File: config.mk
export PLATFORM = sky130hd
export DESIGN_NAME = mem_port_arbiter
export DESIGN_NICKNAME = d
export VERILOG_FILES = /design/src/rtl/arb_pkg.sv /design/src/rtl/mem_port_arbiter.sv
export SDC_FILE = /design/constraint.sdc
export NUM_CORES = 1
export LEC_CHECK = 0
export ABC_AREA = 1
export CAP_MARGIN = 20
export CORE_MARGIN = 2
export CORE_UTILIZATION = 43
export CTS_CLUSTER_DIAMETER = 30
export CTS_CLUSTER_SIZE = 8
export DETAILED_ROUTE_END_ITERATION = 12
export MAX_ROUTING_LAYER = met4
export PLACE_DENSITY_LB_ADDON = 0.25
export SLEW_MARGIN = 0
export SYNTH_ARGS = -nofsm -noshare
export SYNTH_HDL_FRONTEND = slang
export SYNTH_SLANG_ARGS = --single-unit
export TNS_END_PERCENT = 100
File: constraint.sdc
create_clock -name clk -period 1.74 [get_ports clk]
set_input_delay 0.348 -clock clk [delete_from_list [all_inputs] [get_ports clk]]
set_output_delay 0.348 -clock clk [all_outputs]
set_load 0.1 [all_outputs]
File: src/rtl/arb_pkg.sv
// Shared types for the instruction/data memory port arbiter.
package arb_pkg;

    typedef enum logic [1:0] {
        IDLE = 2'd0,
        REQ  = 2'd1,
        RESP = 2'd2
    } state_t;

    typedef enum logic {
        OWN_FETCH = 1'b0,
        OWN_DATA  = 1'b1
    } owner_t;

    localparam logic [31:0] ERR_DATA_DEFAULT = 32'hDEAD_BEEF;

endpackage

File: src/rtl/mem_port_arbiter.sv
// Purpose: serialises IF and MEM accesses onto one req/gnt/rvalid memory bus, data first.
// Latency: 3 cycles minimum from request seen in IDLE to ready (gnt in REQ, rvalid next cycle).
// Backpressure: stall_o holds the whole pipeline until every live request has been served.
module mem_port_arbiter
    import arb_pkg::*;
#(
    parameter int                ADDR_W      = 32,
    parameter int                DATA_W      = 32,
    parameter int                TIMEOUT_CYC = 1023,
    parameter logic [DATA_W-1:0] ERR_DATA    = DATA_W'(ERR_DATA_DEFAULT)
) (
    input  logic              clk,
    input  logic              rst_n,
    input  logic              if_req,
    input  logic [ADDR_W-1:0] if_addr,
    output logic [DATA_W-1:0] if_rdata,
    output logic              if_ready,
    input  logic              mem_req,
    input  logic              mem_we,
    input  logic [ADDR_W-1:0] mem_addr,
    input  logic [DATA_W-1:0] mem_wdata,
    output logic [DATA_W-1:0] mem_rdata,
    output logic              mem_ready,
    output logic              stall_o,
    output logic              err_o,
    output logic              bus_req,
    output logic              bus_we,
    output logic [ADDR_W-1:0] bus_addr,
    output logic [DATA_W-1:0] bus_wdata,
    input  logic              bus_gnt,
    input  logic              bus_rvalid,
    input  logic [DATA_W-1:0] bus_rdata
);

    localparam int CNT_W = $clog2(TIMEOUT_CYC + 1);

    state_t              state_q,     state_d;
    owner_t              owner_q,     owner_d;
    logic                bus_req_q,   bus_req_d;
    logic                bus_we_q,    bus_we_d;
    logic [ADDR_W-1:0]   bus_addr_q,  bus_addr_d;
    logic [DATA_W-1:0]   bus_wdata_q, bus_wdata_d;
    logic                if_done_q,   if_done_d;
    logic                mem_done_q,  mem_done_d;
    logic [DATA_W-1:0]   if_rdata_q,  if_rdata_d;
    logic [DATA_W-1:0]   mem_rdata_q, mem_rdata_d;
    logic                err_q,       err_d;
    logic [CNT_W-1:0]    cnt_q,       cnt_d;

    logic                data_pend;
    logic                fetch_pend;
    logic                timed_out;
    logic [DATA_W-1:0]   resp_dat;

    assign data_pend  = mem_req & ~mem_done_q;
    assign fetch_pend = if_req  & ~if_done_q;
    assign stall_o    = data_pend | fetch_pend;
    assign timed_out  = (cnt_q == CNT_W'(TIMEOUT_CYC - 1));
    assign resp_dat   = bus_rvalid ? bus_rdata : ERR_DATA;

    always_comb begin
        state_d     = state_q;
        owner_d     = owner_q;
        bus_req_d   = bus_req_q;
        bus_we_d    = bus_we_q;
        bus_addr_d  = bus_addr_q;
        bus_wdata_d = bus_wdata_q;
        if_done_d   = if_done_q;
        mem_done_d  = mem_done_q;
        if_rdata_d  = if_rdata_q;
        mem_rdata_d = mem_rdata_q;
        err_d       = err_q;
        cnt_d       = cnt_q;

        // Pipeline advances on this edge, so served flags are released for the next instruction.
        if (!stall_o) begin
            if_done_d  = 1'b0;
            mem_done_d = 1'b0;
        end

        case (state_q)
            IDLE: begin
                if (data_pend) begin
                    owner_d     = OWN_DATA;
                    bus_we_d    = mem_we;
                    bus_addr_d  = mem_addr;
                    bus_wdata_d = mem_wdata;
                    bus_req_d   = 1'b1;
                    state_d     = REQ;
                end else if (fetch_pend) begin
                    owner_d     = OWN_FETCH;
                    bus_we_d    = 1'b0;
                    bus_addr_d  = if_addr;
                    bus_wdata_d = '0;
                    bus_req_d   = 1'b1;
                    state_d     = REQ;
                end
            end
            REQ: begin
                if (bus_gnt) begin
                    bus_req_d = 1'b0;
                    cnt_d     = '0;
                    state_d   = RESP;
                end
            end
            RESP: begin
                if (bus_rvalid || timed_out) begin
                    if (owner_q == OWN_FETCH) begin
                        if_done_d  = 1'b1;
                        if_rdata_d = resp_dat;
                    end else begin
                        mem_done_d = 1'b1;
                        if (!bus_we_q) begin
                            mem_rdata_d = resp_dat;
                        end
                    end
                    if (!bus_rvalid) begin
                        err_d = 1'b1;
                    end
                    cnt_d   = '0;
                    state_d = IDLE;
                end else begin
                    cnt_d = cnt_q + CNT_W'(1);
                end
            end
            default: state_d = IDLE;
        endcase
    end

    always_ff @(posedge clk or negedge rst_n) begin
        if (!rst_n) begin
            state_q     <= IDLE;
            owner_q     <= OWN_FETCH;
            bus_req_q   <= 1'b0;
            bus_we_q    <= 1'b0;
            bus_addr_q  <= '0;
            bus_wdata_q <= '0;
            if_done_q   <= 1'b0;
            mem_done_q  <= 1'b0;
            if_rdata_q  <= '0;
            mem_rdata_q <= '0;
            err_q       <= 1'b0;
            cnt_q       <= '0;
        end else begin
            state_q     <= state_d;
            owner_q     <= owner_d;
            bus_req_q   <= bus_req_d;
            bus_we_q    <= bus_we_d;
            bus_addr_q  <= bus_addr_d;
            bus_wdata_q <= bus_wdata_d;
            if_done_q   <= if_done_d;
            mem_done_q  <= mem_done_d;
            if_rdata_q  <= if_rdata_d;
            mem_rdata_q <= mem_rdata_d;
            err_q       <= err_d;
            cnt_q       <= cnt_d;
        end
    end

    assign bus_req   = bus_req_q;
    assign bus_we    = bus_we_q;
    assign bus_addr  = bus_addr_q;
    assign bus_wdata = bus_wdata_q;
    assign if_rdata  = if_rdata_q;
    assign if_ready  = if_done_q;
    assign mem_rdata = mem_rdata_q;
    assign mem_ready = mem_done_q;
    assign err_o     = err_q;

endmodule

; Word level (Yosys, flattened, before mapping)
; Index checks and enable logic that the tools add are counted.
; W data, S select, Z words.
[word_totals]
reg_bits = 146
latchBits = 0
mem_bits_rw = 0
rom_bits = 0
inputBits = 135
out_inout_bits = 134
wordCells = 67
memories = 0
[op_classes]
addsub = 1
multipliers = 0
n_div = 0
order_cmp = 0
eq_ne = 6
n_shift = 0
mux = 28
n_bitwise = 8
n_reduce_logical = 12
[op_table]
columns = cell, count
row1 = $mux W32, 5
row2 = $mux W10, 2
row3 = $pmux W10 S2, 1
row4 = $mux W1, 14
row5 = $reduce_and A3 Y1, 4
row6 = $add A10 B1 Y10 const B, 1
row7 = $eq A10 B10 Y1 const B, 1
row8 = $mux W2, 4
row9 = $pmux W2 S3, 1
row10 = $reduce_bool A2 Y1, 3
row11 = $not A1 Y1, 5
row12 = $ne A2 B2 Y1 const B, 2
row13 = $reduce_and A2 Y1, 2
row14 = $reduce_and A4 Y1, 1
row15 = $ne A3 B3 Y1 const B, 1
row16 = $and A1 B1 Y1, 2
row17 = $eq A2 B1 Y1 const B, 1
row18 = $eq A2 B2 Y1 const B, 1
row19 = $logic_not A2 Y1, 1
row20 = $pmux W1 S2, 1
row21 = $logic_or A1 B1 Y1, 1
row22 = $or A1 B1 Y1, 1

; Depth between registers and ports, before layout
; Gate-level depths: netlist (run 1).
[logic_depth]
ltp_word = 7
depth_mapped = 10

; Worst setup path before layout (run 1)
; Ideal clock, no wire load.
[synth_timing]
path_kind = register to register
start = register if_done_q (netlist: if_ready)
end = register bus_addr_q[25] (netlist: bus_addr[25])
arrival_time_ns = 2.446
required_time_ns = 1.645
path_slack_ns = -0.802
path_stages_with_launch = 6
synth_period_minus_slack_ns = 2.542
cell_sequence = dfrtp_1 o21ai_2 nand2_1 buf_2 buf_2 o31ai_1
[synth_via]
elab_chain_len = 4
[synth_lines]
columns = item, line
row1 = from (decl), mem_port_arbiter.sv:43  ; logic if_done_q, if_done_d;
row2 = from (signal assigned), mem_port_arbiter.sv:151  ; if_done_q <= if_done_d;
row3 = $not A1 Y1, mem_port_arbiter.sv:56  ; assign fetch_pend = if_req & ~if_done_q;
row4 = $and A1 B1 Y1, mem_port_arbiter.sv:56
row5 = $reduce_bool A2 Y1 (no source line), n/a
row6 = $reduce_and A2 Y1 (no source line), n/a
row7 = to (signal assigned), mem_port_arbiter.sv:149  ; bus_addr_q <= bus_addr_d;
row8 = to (decl), mem_port_arbiter.sv:41  ; logic [ADDR_W-1:0] bus_addr_q, bus_addr_d;
; Every way passes these cells.
; A chain may end at the register's enable or synchronous reset.

; Worst setup path in the final report (run 1)
[layout_timing]
start = register mem_done_q (netlist: mem_ready)
end = output port stall_o
[layout_via]
elab_chain_len = 3
[layout_lines]
columns = item, line
row1 = from (decl), mem_port_arbiter.sv:44  ; logic mem_done_q, mem_done_d;
row2 = from (signal assigned), mem_port_arbiter.sv:152  ; mem_done_q <= mem_done_d;
row3 = $not A1 Y1, mem_port_arbiter.sv:55  ; assign data_pend = mem_req & ~mem_done_q;
row4 = $and A1 B1 Y1, mem_port_arbiter.sv:55
row5 = $or A1 B1 Y1, mem_port_arbiter.sv:57  ; assign stall_o = data_pend | fetch_pend;
row6 = to (decl), mem_port_arbiter.sv:24  ; output logic stall_o,
; Every way passes these cells.

==> results.json, run 1 <==
{
  "place_hpwl_um": 15200,
  "cts_made_buffers": 17,
  "fmax_mhz": 605,
  "core_um2": 15000,
  "max_cap_viol_count": 0,
  "synthTopCellsByCount": "nand2_1, dfrtp_1, nor2_1",
  "clkLatencyLatePin_ns": 0.42,
  "yosysUniqueCellTypes": 24,
  "yosys.cell_count.top_type": "nand2_1",
  "seqCellArea_um2": 3660,
  "vias": 6442,
  "drtPass1Iterations": 7,
  "netlist_top_cells_area": "dfrtp_1, nand2_1, nand4_1",
  "slew_headroom_pct": 60.6,
  "hold_viol_final": 0,
  "skew_ns": 0.00775,
  "grt_antenna_before_repair": 0,
  "syn_to_final_growth_pct": 77.4,
  "status": "finished clean",
  "cp.required_ns": 1.39,
  "syn_area_per_cell_um2": 8.56,
  "wl_um": 21100,
  "finalSetupViolCount": 0,
  "fin_crit_ns": 1.65,
  "cts-root-buf": "clkbuf_16",
  "grt_max_degree": 56,
  "remaining_drc_errors": 0,
  "ios": 269,
  "layout_setup_ws_ns": 0.0866,
  "post-place-ws_ns": -0.0474,
  "die_h_um": 127,
  "fillers": 969,
  "grt.total_usage_pct": 27.5,
  "dieWidth_um": 127,
  "multiInputGateArea_um2": 2520,
  "detail-route-antenna-nets": 0,
  "yosysWarnings": 0,
  "ys_seq_area_share_pct": 55.8,
  "cts_tree": "built",
  "crit_type": "reg -> out",
  "synthCells": 765,
  "fin_hold_ws_ns": 0.387,
  "async_flop_share_pct": 100,
  "grt_pass1_vias": 6435,
  "hold_class": "in -> async",
  "finish.utilization_pct": 77.2,
  "drt_iter0_markers": 463,
  "post-route-period-util_pct": 95.0,
  "synthesis.nets": 902,
  "h-tree-depth": 4,
  "io_buffers": 268,
  "crit_path_start_kind": "flop",
  "antenna_cells": 0,
  "wl_per_cell_um": 17.0,
  "finish.instance_area_um2": 11600,
  "dieArea_um2": 16200,
  "start_util_pct": 43.5,
  "final_max_slew_viol_count": 0,
  "synth_edf_count": 0,
  "nets": 1175,
  "arrival_ns": 1.31,
  "overflow": 0,
  "layout-drive-gt1-share_pct": 23.3,
  "ys.flop_type": "dfrtp_1",
  "syn-cell-area_um2": 6550,
  "routabilityCongestion": 0.829,
  "cts_buffer_depth": 2,
  "row_count": 45,
  "cts_sinks": 146,
  "synth_top_area_cell": "dfrtp_1",
  "grt_first_pass_wirelength_um": 33500,
  "max_slew.worst_pin.slew_ns": 0.587,
  "clk_pin_slew_worst_paths_ns": 0.06,
  "place_area_um2": 10900,
  "path_max_fanout": 5,
  "rsz0062_at_grt": "true",
  "critPathCaptureType": "primary output",
  "synth_top_area_share_pct": 55.8,
  "ys_ff_latch": 146,
  "vias_per_cell": 5.20
}
-- worst max-delay path, stage by stage (launching register included) --
cell and delay (ns):
dfrtp_2 0.44, inv_2 0.08, nand2_4 0.08, o21ai_4 0.09, buf_12 0.19
-- metrics by stage --
step           TNS (ns)  instances
5_1_grt         -0.0907       1239
6_report              0       1239
3_5_place_dp     -0.290       1205
3_3_place_gp          0       1205
4_1_cts               0       1239
2_1_floorplan    -11.44        765
-- cell families after synthesis --
logic type / after synthesis / share of synthesized area (%)
xor gates and xnor gates: 3 / 0.402
buffers and inverters: 83 / 6.14
and+or+nand+nor: 491 / 32.8
DFF: 146 / 55.8
AOI/OAI and AO/OA: 40 / 4.42
adders and majority gates: 2 / 0.382
-- path summary, 6_finish.rpt --
kind | start | endpoint | slack [ns] | cells after the start
min in group clk | mem_wdata[15] | bus_wdata[15]$_DFFE_PN0P_ | 0.48 | 3
setup reg to reg | cnt_q[0]$_DFFE_PN0P_ | mem_rdata[8]$_DFFE_PN0P_ | 0.11 | 10
hold / removal | rst_n | bus_wdata[18]$_DFFE_PN0P_ | 0.39 | 2
hold reg to reg | cnt_q[6]$_DFFE_PN0P_ | cnt_q[6]$_DFFE_PN0P_ | 0.53 | 2
setup / recovery | mem_ready$_DFF_PN0_ | stall_o | 0.09 | 4
max in group asynchronous | rst_n | bus_addr[11]$_DFFE_PN0P_ | 0.79 | 3
-- routing by layer --
metal / vias to the layer above / wire (µm) / GRT usage, %
li1: 3053 / - / -
met1: 3114 / 8300 / 33.1
met2: 230 / 10800 / 44.9
met3: 45 / 1310 / 6.11
met4: 0 / 697 / 11.2
met5: - / 0 / -
-- state kept, by name (all words and copies together), names as in the netlist --
name / flops
bus_addr: 32
bus_wdata: 32
if_rdata: 32
mem_rdata: 32
cnt_q: 10
state_q: 2
bus_req: 1
bus_we: 1
err_o: 1
if_ready: 1
mem_ready: 1
owner_q: 1
-- cell usage in the layout, fill, tap and decap left out, types with 26 or more instances in the layout --
cell type / Yosys / final
nand3_1: 41 / 41
buf_12: 0 / 143
dfrtp_1: 146 / 144
nor2_1: 80 / 79
o31ai_1: 32 / 32
nand4_1: 66 / 66
buf_4: 3 / 26
nand2_1: 272 / 271
inv_1: 29 / 26
clkdlybuf4s50_1: 0 / 133
-- what timing repair did --
item / CTS / global route
cloned: 0 / 0
buffers inserted: 1 / 0
setup endpoints to repair: 1 / 64
hold buffers: 1 / 0
resized for setup: 0 / 8
hold endpoints to repair: 31 / 0
-- area by class of cell --
type                            count  share of cell area [%]
Tap cell                          188                    2.03
Multi-Input combinational cell    536                    21.7
Clock buffer                       23                    4.37
Clock inverter                      9                    1.08
Timing Repair Buffer              307                    38.3
Inverter                           30                   0.970
Sequential cell                   146                    31.5
Power of run 1 is not shown: default switching activity piles up to over one toggle a cycle in this logic, so the estimate is an artifact.
==> run 2: changes to the inputs <==
Settings changed: CORE_UTILIZATION 43 to 50, DONT_BUFFER_PORTS from default to 1.
==> results.json, run 2 (same netlist as run 1, synthesis figures left out) <==
{
  "status": "finished, violations left",
  "violations": "negative hold slack",
  "arrival_ns": 1.34,
  "hold_viol_final": 146,
  "path_max_fanout": 3,
  "final_cell_mix": "nand2_1, buf_4, dfrtp_1",
  "antenna_cells": 0,
  "worst_path_max_delay_cell": "dfrtp_4",
  "reg2reg_slack_ns": 0.08,
  "max_cap_viol_count": 0,
  "remaining_drc_errors": 0,
  "grt_pass1_vias": 5469,
  "skew_ns": 0.00729,
  "use_met3_pct": 6.52,
  "drt_iter0_markers": 548,
  "place_hpwl_um": 12200,
  "finish.instance_area_um2": 8460,
  "mostFrequentLayoutCell": "nand2_1",
  "top_usage_layer": "met2",
  "final_max_slew_viol_count": 0,
  "grt_antenna_before_repair": 0,
  "crit_chain": "o21ai_4 -> buf_8",
  "cts_buffer_depth": 2,
  "ios": 269,
  "io_buffers": 0,
  "overflow": 0,
  "critPathTopFamily": "flip-flops",
  "syn_to_final_growth_pct": 29.3,
  "clkLatencyLatePin_ns": 0.42,
  "die_h_um": 118,
  "cp.required_ns": 1.39,
  "post-route-period-util_pct": 96.9,
  "slew_headroom_pct": 59.3,
  "use_met1_pct": 32.0,
  "wl_um": 18100,
  "hold_class": "in -> async",
  "grt.total_usage_pct": 25.7,
  "fin_hold_ws_ns": -0.371,
  "core_um2": 12700,
  "grt_max_degree": 147,
  "drtPass1Iterations": 5,
  "detail-route-antenna-nets": 0,
  "finalSetupViolCount": 0,
  "crit_path_start_kind": "flop",
  "fin_crit_ns": 1.69,
  "max_slew.worst_pin.slew_ns": 0.606,
  "cts_made_buffers": 17,
  "dieArea_um2": 14000,
  "nets": 1030,
  "critPathCaptureType": "primary output",
  "vias_per_cell": 5.40,
  "h-tree-depth": 4,
  "cts_sinks": 146,
  "vias": 5815,
  "crit_type": "reg -> out",
  "routabilityCongestion": 0.904,
  "grt_first_pass_wirelength_um": 27800,
  "cts-root-buf": "clkbuf_16",
  "met2_usage_pct": 40.1,
  "clk_pin_slew_worst_paths_ns": 0.06,
  "critPathBufInv": 1,
  "wl_per_cell_um": 16.8,
  "layout-drive-gt1-share_pct": 26.4,
  "place_area_um2": 7670,
  "cts_tree": "built",
  "start_util_pct": 51.4,
  "fmax_mhz": 593,
  "cpPeakStageDelay_ns": 0.50,
  "row_count": 41,
  "dieWidth_um": 118
}
## run 2: changes by cell type in the layout (fill, tap and decap cells not counted), sizes merged
cell | previous run | this run
clkinv | 4 | 5
clkbuf | 23 | 26
dlygate4sd3 | 1 | 0
clkinvlp | 2 | 0
bufinv | 3 | 2
buf | 173 | 159
clkdlybuf4s50 | 133 | 0
## run 2: repair_timing
| action | 4_1_cts | 5_1_grt |
|---|---|---|
| gates resized for setup | 1 | 21 |
| pin swaps | 0 | 5 |
| setup buffers | 0 | 7 |
| endpoints found under the setup margin | 1 | 60 |
| cloned | 0 | 4 |
| hold endpoints to repair | 146 | 146 |
## run 2: final cells by class
cell class,count,area (µm²)
Clock buffer,23,468
Tap cell,172,215
Clock inverter,7,85.1
Timing Repair Buffer,162,1350
Inverter,30,113
Fill cell,1036,4260
Sequential cell,146,3660
Multi-Input combinational cell,536,2570
## run 2: stage by stage
step / hold slack (ns) / worst slack, ns / util [%] / cells / setup TNS, ns
global placement: 0.0551 / 0.178 / 60.3 / 1035 / 0
CTS: -0.385 / 0.00965 / 64.7 / 1065 / 0
detailed placement: 0.0559 / 0.0364 / 60.3 / 1035 / 0
finish: -0.371 / 0.0542 / 66.5 / 1076 / 0
global route: -0.394 / -0.0296 / 66.5 / 1076 / -0.220
floorplan: 0.0524 / -0.178 / - / 765 / -11.44
## run 2: final timing paths
path / end / start / cells past startpoint
max: stall_o / if_ready$_DFF_PN0_ / 2
min: bus_addr[19]$_DFFE_PN0P_ / rst_n / 0
max reg2reg: if_rdata[11]$_DFFE_PN0P_ / cnt_q[0]$_DFFE_PN0P_ / 10
min reg2reg: mem_rdata[5]$_DFFE_PN0P_ / mem_rdata[5]$_DFFE_PN0P_ / 2
max in group asynchronous: mem_ready$_DFF_PN0_ / rst_n / 0
min in group clk: state_q[0]$_DFFE_PN0P_ / bus_gnt / 1
## run 2: routing by layer
layer | vias to the layer above | wire length (µm) | share of wire, %
li1 | 2756 | - | -
met1 | 2778 | 7480 | 41
met2 | 250 | 9070 | 50
met3 | 31 | 1200 | 6.6
met4 | 0 | 354 | 2.0
met5 | - | 0 | 0
Power of run 2 is left out for the same reason.
